### src/rtl/ex_mdu.sv
// Iterative RV32M/RV64M multiply/divide unit: one product or quotient bit per cycle,
// with divide-by-zero and signed-overflow cases resolved at acceptance.
module ex_mdu #(
    parameter int XLEN = 32
) (
    input  logic            clk_i,
    input  logic            rst_n_i,
    input  logic            mdu_req_i,
    input  logic [2:0]      mdu_op_i,
    input  logic [XLEN-1:0] mdu_a_i,
    input  logic [XLEN-1:0] mdu_b_i,
    input  logic            mdu_flush_i,
    output logic            mdu_ready_o,
    output logic            mdu_valid_o,
    output logic [XLEN-1:0] mdu_data_o
);
    localparam int              CW       = $clog2(XLEN);
    localparam logic [CW-1:0]   CNT_LAST = CW'(XLEN - 1);
    localparam logic [XLEN-1:0] INT_MIN  = {1'b1, {(XLEN-1){1'b0}}};

    typedef enum logic [1:0] {
        S_IDLE = 2'd0,
        S_CALC = 2'd1,
        S_DONE = 2'd2
    } state_e;

    state_e          state_q, state_d;
    logic [2:0]      op_q, op_d;
    logic            neg_res_q, neg_res_d;
    logic            neg_rem_q, neg_rem_d;
    logic [XLEN-1:0] hi_q, hi_d;
    logic [XLEN-1:0] lo_q, lo_d;
    logic [XLEN-1:0] opd_q, opd_d;
    logic [XLEN-1:0] res_q, res_d;
    logic [XLEN-1:0] data_q, data_d;
    logic [CW-1:0]   cnt_q, cnt_d;

    // Operand decode at the request port.
    logic            accept, is_div, sgn_a, sgn_b, div_zero, div_ovf, fast;
    logic [XLEN-1:0] a_mag, b_mag, fast_res;

    always_comb begin
        accept   = mdu_req_i & ~mdu_flush_i & (state_q == S_IDLE);
        is_div   = mdu_op_i[2];
        sgn_a    = mdu_a_i[XLEN-1] & (is_div ? ~mdu_op_i[0] : (mdu_op_i != 3'd3));
        sgn_b    = mdu_b_i[XLEN-1] & (is_div ? ~mdu_op_i[0] : ~mdu_op_i[1]);
        a_mag    = sgn_a ? -mdu_a_i : mdu_a_i;
        b_mag    = sgn_b ? -mdu_b_i : mdu_b_i;
        div_zero = is_div & (mdu_b_i == '0);
        div_ovf  = is_div & ~mdu_op_i[0] & (mdu_a_i == INT_MIN) & (&mdu_b_i);
        fast     = div_zero | div_ovf;
        if (div_zero) begin
            fast_res = mdu_op_i[1] ? mdu_a_i : '1;
        end else begin
            fast_res = mdu_op_i[1] ? '0 : mdu_a_i;
        end
    end

    // One iteration step; hi holds the upper product half or the partial remainder,
    // lo the multiplier bits still to consume or the dividend/quotient shift register.
    logic [XLEN:0]     mul_sum, div_shift, div_trial;
    logic              div_neg;
    logic [XLEN-1:0]   hi_step, lo_step;
    logic [2*XLEN-1:0] prod, prod_s;
    logic [XLEN-1:0]   quo_s, rem_s, calc_res;

    always_comb begin
        mul_sum   = {1'b0, hi_q} + (lo_q[0] ? {1'b0, opd_q} : '0);
        div_shift = {hi_q, lo_q[XLEN-1]};
        div_trial = div_shift - {1'b0, opd_q};
        div_neg   = div_trial[XLEN];
        if (op_q[2]) begin
            hi_step = div_neg ? div_shift[XLEN-1:0] : div_trial[XLEN-1:0];
            lo_step = {lo_q[XLEN-2:0], ~div_neg};
        end else begin
            hi_step = mul_sum[XLEN:1];
            lo_step = {mul_sum[0], lo_q[XLEN-1:1]};
        end
        prod   = {hi_step, lo_step};
        prod_s = neg_res_q ? -prod : prod;
        quo_s  = neg_res_q ? -lo_step : lo_step;
        rem_s  = neg_rem_q ? -hi_step : hi_step;
        case (op_q)
            3'd0:             calc_res = prod_s[XLEN-1:0];
            3'd1, 3'd2, 3'd3: calc_res = prod_s[2*XLEN-1:XLEN];
            3'd4, 3'd5:       calc_res = quo_s;
            default:          calc_res = rem_s;
        endcase
    end

    always_comb begin
        state_d   = state_q;
        op_d      = op_q;
        neg_res_d = neg_res_q;
        neg_rem_d = neg_rem_q;
        hi_d      = hi_q;
        lo_d      = lo_q;
        opd_d     = opd_q;
        res_d     = res_q;
        data_d    = data_q;
        cnt_d     = cnt_q;
        case (state_q)
            S_IDLE: begin
                if (accept) begin
                    op_d      = mdu_op_i;
                    neg_res_d = sgn_a ^ sgn_b;
                    neg_rem_d = sgn_a;
                    hi_d      = '0;
                    cnt_d     = '0;
                    lo_d      = is_div ? a_mag : b_mag;
                    opd_d     = is_div ? b_mag : a_mag;
                    if (fast) begin
                        res_d   = fast_res;
                        state_d = S_DONE;
                    end else begin
                        state_d = S_CALC;
                    end
                end
            end
            S_CALC: begin
                if (mdu_flush_i) begin
                    state_d = S_IDLE;
                end else begin
                    hi_d  = hi_step;
                    lo_d  = lo_step;
                    cnt_d = cnt_q + CW'(1);
                    if (cnt_q == CNT_LAST) begin
                        res_d   = calc_res;
                        state_d = S_DONE;
                    end
                end
            end
            S_DONE: begin
                state_d = S_IDLE;
                if (!mdu_flush_i) begin
                    data_d = res_q;
                end
            end
            default: state_d = S_IDLE;
        endcase
    end

    always_ff @(posedge clk_i) begin
        if (!rst_n_i) begin
            state_q   <= S_IDLE;
            op_q      <= '0;
            neg_res_q <= 1'b0;
            neg_rem_q <= 1'b0;
            hi_q      <= '0;
            lo_q      <= '0;
            opd_q     <= '0;
            res_q     <= '0;
            data_q    <= '0;
            cnt_q     <= '0;
        end else begin
            state_q   <= state_d;
            op_q      <= op_d;
            neg_res_q <= neg_res_d;
            neg_rem_q <= neg_rem_d;
            hi_q      <= hi_d;
            lo_q      <= lo_d;
            opd_q     <= opd_d;
            res_q     <= res_d;
            data_q    <= data_d;
            cnt_q     <= cnt_d;
        end
    end

    // A flush in DONE hides both the pulse and the new result; data_q keeps the old one.
    assign mdu_ready_o = (state_q == S_IDLE);
    assign mdu_valid_o = (state_q == S_DONE) & ~mdu_flush_i;
    assign mdu_data_o  = mdu_valid_o ? res_q : data_q;

endmodule

### config.mk
export PLATFORM = sky130hd
export DESIGN_NAME = ex_mdu
export DESIGN_NICKNAME = d
export VERILOG_FILES = /design/src/rtl/ex_mdu.sv
export SDC_FILE = /design/constraint.sdc
export NUM_CORES = 1
export LEC_CHECK = 0
export ABC_AREA = 1
export CELL_PAD_IN_SITES_DETAIL_PLACEMENT = 0
export CELL_PAD_IN_SITES_GLOBAL_PLACEMENT = 1
export CORE_ASPECT_RATIO = 0.75
export CORE_MARGIN = 3
export CORE_UTILIZATION = 41
export CTS_BUF_LIST = sky130_fd_sc_hd__clkbuf_4
export DETAILED_ROUTE_END_ITERATION = 8
export PLACE_DENSITY_LB_ADDON = 0.1
export RECOVER_POWER = 50
export SKIP_CTS_REPAIR_TIMING = 1
export SYNTH_ARGS = -nofsm -noshare
export SYNTH_HDL_FRONTEND = slang
export SYNTH_SLANG_ARGS = --single-unit
export TNS_END_PERCENT = 10
### constraint.sdc
create_clock -name clk_i -period 5.8 [get_ports clk_i]
set_clock_uncertainty 0.1 [all_clocks]
set_input_delay 1.45 -clock clk_i [delete_from_list [all_inputs] [get_ports clk_i]]
set_output_delay 1.45 -clock clk_i [all_outputs]
set_load 0.01 [all_outputs]
After elaboration in Yosys (flattened, before gate mapping) --
Cells that the tools add are included.
Word-level totals: bits in registers 172, latch bits 0, bits in writable memories 0, bits in read-only memories 0, output and inout port bits 34, memories kept 0
Cells by class: add/sub/neg operators 8, multiply operators 0, divide/modulo/power cells 0, order comparisons 0, equal/unequal tests 15, shift operators 0, multiplexer cells 37, bitwise operators 15, reduce and logical (&&, ||, !) cells 12
Operators with widths (count):
- $mux W32 | 22
- $pmux W32 S2 | 3
- $neg A32 Y32 | 4
- $pmux W32 S3 | 1
- $mux W64 | 1
- $neg A64 Y64 | 1
- $add A32 B32 Y33 | 1
- $sub A33 B32 Y33 | 1
- $eq A32 B32 Y1 const B | 1
- $logic_not A32 Y1 | 1
- $reduce_and A32 Y1 | 1
- $mux W5 | 2
- $pmux W5 S2 | 1
- $and A1 B1 Y1 | 9
- $mux W2 | 4
- $eq A3 B2 Y1 const B | 2
- $eq A3 B3 Y1 const B | 2
- $reduce_and A2 Y1 | 3
- $add A5 B1 Y5 const B | 1
- $eq A5 B5 Y1 const B | 1
- $reduce_and A5 Y1 | 1
- $ne A2 B1 Y1 const B | 2
- $ne A2 B2 Y1 const B | 2
- $not A1 Y1 | 4
- 15 further kinds | 16

Longest topological paths before layout --
Gate-level depths: netlist (run 1).
depth after elaboration 9, mapped depth 37, mapped depth without buffers 37

Least setup slack after synthesis (run 1) --
No wires, ideal clock.
kind input to output, start point input mdu_flush_i, end point output mdu_data_o[0], arrival 2.635 ns, data required time 4.250 ns, path slack 1.615 ns, cell stages on the path 4, path through nor3_1 -> clkbuf_1 -> buf_1 -> a21oi_1
Between the ends: longest elaborated chain between the ends 3
Ends and longest elaborated chain:
- from (decl) | RTL line 12 | input logic mdu_flush_i,
- $not A1 Y1 (no line)
- $and A1 B1 Y1 | RTL line 171 | assign mdu_valid_o = (state_q == S_DONE) & ~mdu_flush_i;
- net mdu_valid_o | RTL line 14 | output logic mdu_valid_o,
- $mux W32 | RTL line 172 | assign mdu_data_o = mdu_valid_o ? res_q : data_q;
- to (decl) | RTL line 15 | output logic [XLEN-1:0] mdu_data_o
The timed path passes the listed nets, and every way through them passes these cells.

Final worst setup path (run 1) --
start point register hi_q[8], end point register res_q[4]
Between the ends: longest elaborated chain between the ends 9, elaborated cells on any way between the ends 15
Ends and longest elaborated chain:
- from (decl) | RTL line 31 | logic [XLEN-1:0] hi_q, hi_d;
- from (signal assigned) | RTL line 160 | hi_q <= hi_d;
- $sub A33 B32 Y33 (*) | RTL line 70 | div_trial = div_shift - {1'b0, opd_q};
- $mux W32 / $not A1 Y1 (equally long branches) | RTL line 73, 74
- $mux W32 | RTL line 72 | if (op_q[2]) begin
- $neg A64 Y64, or another cell as far along | RTL line 80 | prod_s = neg_res_q ? -prod : prod;
- $mux W64, or another cell as far along | RTL line 80
- $pmux W32 S3 (*) | RTL line 83 | case (op_q)
- $mux W32 (*) | RTL line 127 | if (cnt_q == CNT_LAST) begin
- $mux W32 (*) | RTL line 121 | if (mdu_flush_i) begin
- $pmux W32 S2 (*) | RTL line 102 | case (state_q)
- to (signal assigned) | RTL line 163 | res_q <= res_d;
- to (decl) | RTL line 34 | logic [XLEN-1:0] res_q, res_d;
Every way passes the cells marked *; elsewhere a longest branch is shown, timed or not. The select of a mux whose other input is x is not followed. A chain may end at the register's enable or synchronous reset.

==> results of run 1 <==
-- cell type report --
class                           count  area, um2
Sequential cell                   172       3450
Clock inverter                     14      133.9
Timing Repair Buffer              164       1476
Antenna cell                        4      10.01
Fill cell                        5108      25060
Multi-Input combinational cell   2559      13240
Inverter                          507       1906
Clock buffer                       18      135.1
Tap cell                          630      788.3
-- power breakdown --
group	internal [W]	switching (W)
registers	0.00124	0.0000496
clock network	0.000226	0.000523
logic	0.000484	0.00122
total	0.00195	0.00179
-- routing by layer --
metal  vias to the layer above  share of wire  track usage  wire, um
met3                        80           0.15       0.1361     13450
met5                         -              0            0         0
met1                     10750           0.47       0.5498     43090
met2                      1206           0.37       0.4702     34390
met4                         0          0.014      0.06436      1312
li1                      11040              -            -         -
-- stage by stage --
| step | std cells | setup slack [ps] |
|---|---|---|
| detailed placement | 4032 | 677.8 |
| finish | 4068 | 517.4 |
| floorplan | 3380 | 1615 |
| CTS | 4064 | 710.5 |
| global placement | 4032 | 796.7 |
| global route | 4065 | 116.3 |
-- final timing paths --
path          endpoint  cells after the start  slack (ps)      start
min          res_q[10]                      2         380  res_q[10]
max           res_q[4]                     32         520    hi_q[8]
max reg2reg   res_q[4]                     32         520    hi_q[8]
min reg2reg  res_q[10]                      2         380  res_q[10]
-- worst register-to-register path: cells and delay by family, from the launching register on --
kind / cells / cell delay, ps
simple gates: 24 / 2910
flops: 1 / 750
buf+inv: 4 / 540
fa+ha+maj: 2 / 530
compound gates: 2 / 330
-- registers in the layout, summed over array words and instances, names as in the netlist --
register   count
opd_q         32
neg_rem_q      1
state_q        2
cnt_q          5
hi_q          32
data_q        32
lo_q          32
res_q         32
op_q           3
neg_res_q      1
-- layout by cell type, fill, tap and decap left out, types with 7 or more instances in the layout --
cell type / n
a211oi_1: 34
a21o_1: 11
a21oi_1: 258
a21oi_2: 10
a221oi_1: 25
a22oi_1: 12
a31oi_1: 29
buf_4: 54
clkbuf_4: 18
clkdlybuf4s50_1: 99
clkinv_1: 7
dfxtp_1: 169
ha_1: 71
inv_1: 481
inv_2: 19
nand2_1: 906
nand2_2: 48
nand3_1: 235
nand3_2: 14
nand3b_1: 24
nand4_1: 29
nor2_1: 301
nor2_2: 30
nor2_4: 10
nor3_1: 39
nor4_1: 7
o211ai_1: 51
o21ai_0: 210
o21ai_1: 16
o21bai_1: 9
o22ai_1: 8
or2_2: 35
xnor2_1: 22
xor2_1: 69
-- kinds of logic after synthesis --
group	synth area share
AND/OR/NAND/NOR	0.3844
flip-flops	0.1791
adder cells (fa/ha/maj)	0.04828
AO/OA/AOI/OAI	0.2133
XOR/XNOR	0.04145
buffers and inverters	0.1335
==> impl_metrics.yaml, run 1 <==
outcome:
  outcome: "finished with violations"
  violations: "capacitance limit, slew limit"
grt:
  grt_antenna_before_repair: 4
  groute.usage.overall: 0.3595
  grt_max_degree: 98
  grt_overflow_total: 0
  grt_pass1_vias: 20360
  grt_pass1_wl_um: 134400
sta:
  grt_setup_unrepaired: "false"
  fin_setup_tns_ps: 0
  min_period_over_period: 0.9108
  fin_worst_hold_slack_ps: 381.2
  fmax_ghz: 0.1893
  worst_pin_slew_ps: 2075
  relSlewSlack: -0.3835
  finalSetupViolations: 0
  drv_slew: 96
  hold_viol_final: 0
  period_needed_ps: 5283
critical_path:
  cp_top_family: "simple AND/OR/NAND/NOR gates"
  cp_slowest_stage_delay_ps: 750
  critPathMostFrequentCell: "nand2_2"
  crit_fanout: 12
  cp_slowest_cell: "dfxtp_1"
  critPathLaunchType: "register"
  crit_required_ps: 6260
  cp.arrival_ps: 5740
  crit_type: "register to register"
  crit_path_end_kind: "register"
  path_buf_inv: 4
detailed_routing:
  routed_via_density: 5.672
  remaining_drc_errors: 0
  num_vias: 23070
  drt_first_iter_violations: 3500
  wl_per_cell_um: 22.68
  totalWireLength_um: 92240
  firstDrtPassIters: 8
  route.antenna.remaining_nets: 0
place:
  place_congestion: 1.035
  dpl.hpwl_um: 75540
  placedInstanceArea_um2: 20880
  portBuffers: 104
clocking:
  htree_levels: 4
  cts_buffer_depth: 2
  cts_buffers: 17
  cts_sinks: 172
  cts_tree: "done"
  clk_latency_ps: 680
  clkTransAtPathRegs_ps: 190
  cts-root-buf: "clkbuf_4"
die:
  initial_core_util: 0.4162
  die_area_um2: 49560
  die_height_um: 193.6
  row_count: 68
  die_x_um: 256.1
  io_pins: 105
  core_um2: 46200
synthesis:
  yosys.area.top_type: "dfxtp_1"
  ys_top_cells_by_count: "nand2_1, inv_1, nor2_1"
  synthArstFlopShare: 0
  synth_flop_cell: "dfxtp_1"
  ys_ff_latch: 172
  synth_fp_nets: 3524
  synth_edf_count: 0
  synthDominantCellAreaShare: 0.1791
  syn_inst: 3380
  synth_most_common_cell: "nand2_1"
  ys_warn_count: 0
  syn_area_per_cell_um2: 5.689
  synth_area_um2: 19230
  synth.distinct_cells: 58
  yosysSeqAreaShare: 0.1791
  ys_top_cells_by_area: "dfxtp_1, nand2_1, inv_1"
pwr:
  powerDensity_nw_per_um2: 176.7
  p_leak_nw: 10.25
  total_power_w: 0.003736
  ir_drop_mv: 0.1094
final_layout:
  final_area_um2: 21140
  fin_nets: 3565
  drive_above_1_share: 0.08125
  postLayoutCoreUtil: 0.4576
  area_delta_synth_final_pct: 9.936
job:
  cap_viol_max_count: 1
min_path:
  hold_class: "register to register"
Note: power is estimated with default switching activity, not from simulation.
==> run 2, diff against run 1 <==
==> constraint.sdc (replaced) <==
create_clock -name clk_i -period 5 [get_ports clk_i]
set_clock_uncertainty 0.1 [all_clocks]
set_input_delay 1.25 -clock clk_i [delete_from_list [all_inputs] [get_ports clk_i]]
set_output_delay 1.25 -clock clk_i [all_outputs]
set_load 0.01 [all_outputs]
==> impl_metrics.yaml, run 2 (synthesis gave the netlist of run 1 again) <==
detailed_routing:
  drt_first_iter_violations: 3255
  wl_per_cell_um: 22.69
  routed_via_density: 5.709
  remaining_drc_errors: 0
  totalWireLength_um: 93500
  firstDrtPassIters: 6
  route.antenna.remaining_nets: 0
  num_vias: 23520
grt:
  grt_pass1_wl_um: 135500
  grt_overflow_total: 0
  grt_antenna_before_repair: 3
  grt_max_degree: 98
  grt_pass1_vias: 20790
  groute.usage.overall: 0.3616
die:
  die_height_um: 193.6
  initial_core_util: 0.4162
  io_pins: 105
  die_x_um: 256.1
  die_area_um2: 49560
  row_count: 68
  core_um2: 46200
sta:
  setup_ws_ps: 168.1
  drv_slew: 96
  finalSetupViolations: 0
  relSlewSlack: -0.3456
  fmax_ghz: 0.2070
  period_needed_ps: 4832
  worst_pin_slew_ps: 2018
  min_period_over_period: 0.9664
  fin_worst_hold_slack_ps: 373.9
  hold_viol_final: 0
min_path:
  min_path_cells: 2
  hold_start: "res_q[16]"
  hold_path_end: "data_q[16]"
  hold_class: "register to register"
critical_path:
  crit_fanout: 97
  crit_path_end_kind: "output port"
  r2r-end: "res_q[20]"
  worstPathCellList: "dlygate4sd3_1 > nor3_1 > buf_12 > or2_2 > inv_1 > a21oi_1 > clkdlybuf4s50_1"
  r2r_slack_ps: 290
  worstRegToRegCells: 31
  r2r-start: "hi_q[8]"
  cp.arrival_ps: 3480
  critPathLaunchType: "input port"
  cp_slowest_stage_delay_ps: 590
  cp_slowest_cell: "dlygate4sd3_1"
  crit_required_ps: 3650
  crit_type: "input port to output port"
final_layout:
  final_cell_mix: "nand2_1, inv_1, nor2_1"
  fin_nets: 3620
  postLayoutCoreUtil: 0.4678
  final_common_cell: "nand2_1"
  area_delta_synth_final_pct: 12.39
  drive_above_1_share: 0.09802
  final_area_um2: 21610
pwr:
  ir_drop_mv: 0.1453
  p_leak_nw: 10.54
  powerDensity_nw_per_um2: 203.7
  total_power_w: 0.004402
place:
  dpl.hpwl_um: 76730
  dpl_worst_slack_ps: 202.4
  placedInstanceArea_um2: 21310
  portBuffers: 104
  place_congestion: 1.052
outcome:
  violations: "capacitance limit, slew limit"
  outcome: "finished with violations"
job:
  cap_viol_max_count: 1
clocking:
  cts_sinks: 172
  clkTransAtPathRegs_ps: 180
  cts_buffers: 17
  cts-root-buf: "clkbuf_4"
  cts_tree: "done"
  cts_buffer_depth: 2
  htree_levels: 4
  clk_latency_ps: 670
## run 2: metal layers
layer  vias to the layer above  GRT usage  routed length, um  share of wire
met1                     11060     0.5434              43470           0.46
met5                         -          0                  0              0
met4                         0    0.06183               1507          0.016
li1                      11150          -                  -              -
met3                        86     0.1580              13790           0.15
met2                      1227     0.4701              34730           0.37
## run 2: per-stage QoR
stage | setup TNS (ps) | instances
after CTS | 0 | 4117
final | 0 | 4120
after global routing | -16.87 | 4120
after global placement | 0 | 4085
after detailed placement | 0 | 4085
after floorplan | 0 | 3380
## run 2: how the worst max path moves through the flow
stage	start	endpoint
finish	mdu_flush_i	mdu_data_o[10]
global route	lo_q[31]	res_q[18]
CTS	opd_q[16]	res_q[20]
detailed placement	mdu_a_i[1]	res_q[2]
global placement	mdu_a_i[1]	res_q[31]
floorplan	lo_q[31]	res_q[10]
## run 2: power breakdown
group | total, W | switching (W) | internal [W]
sequential | 0.00149 | 0.0000488 | 0.00144
combinational | 0.00204 | 0.00144 | 0.000591
clock | 0.000880 | 0.000654 | 0.000226
## run 2: area by class of cell
cell class                      count  area [um2]
Timing Repair Buffer              219        1914
Fill cell                        5156       24590
Antenna cell                        1       2.502
Sequential cell                   172        3455
Multi-Input combinational cell   2559       13270
Clock buffer                       17       127.6
Tap cell                          630       788.3
Inverter                          507        1906
Clock inverter                     15       147.6
## run 2: worst max-delay path: cells and delay by family
kind / cells / cell delay [ps]
AO/OA/AOI/OAI: 1 / 140
buffers and inverters: 4 / 1520
AND/OR/NAND/NOR: 2 / 510
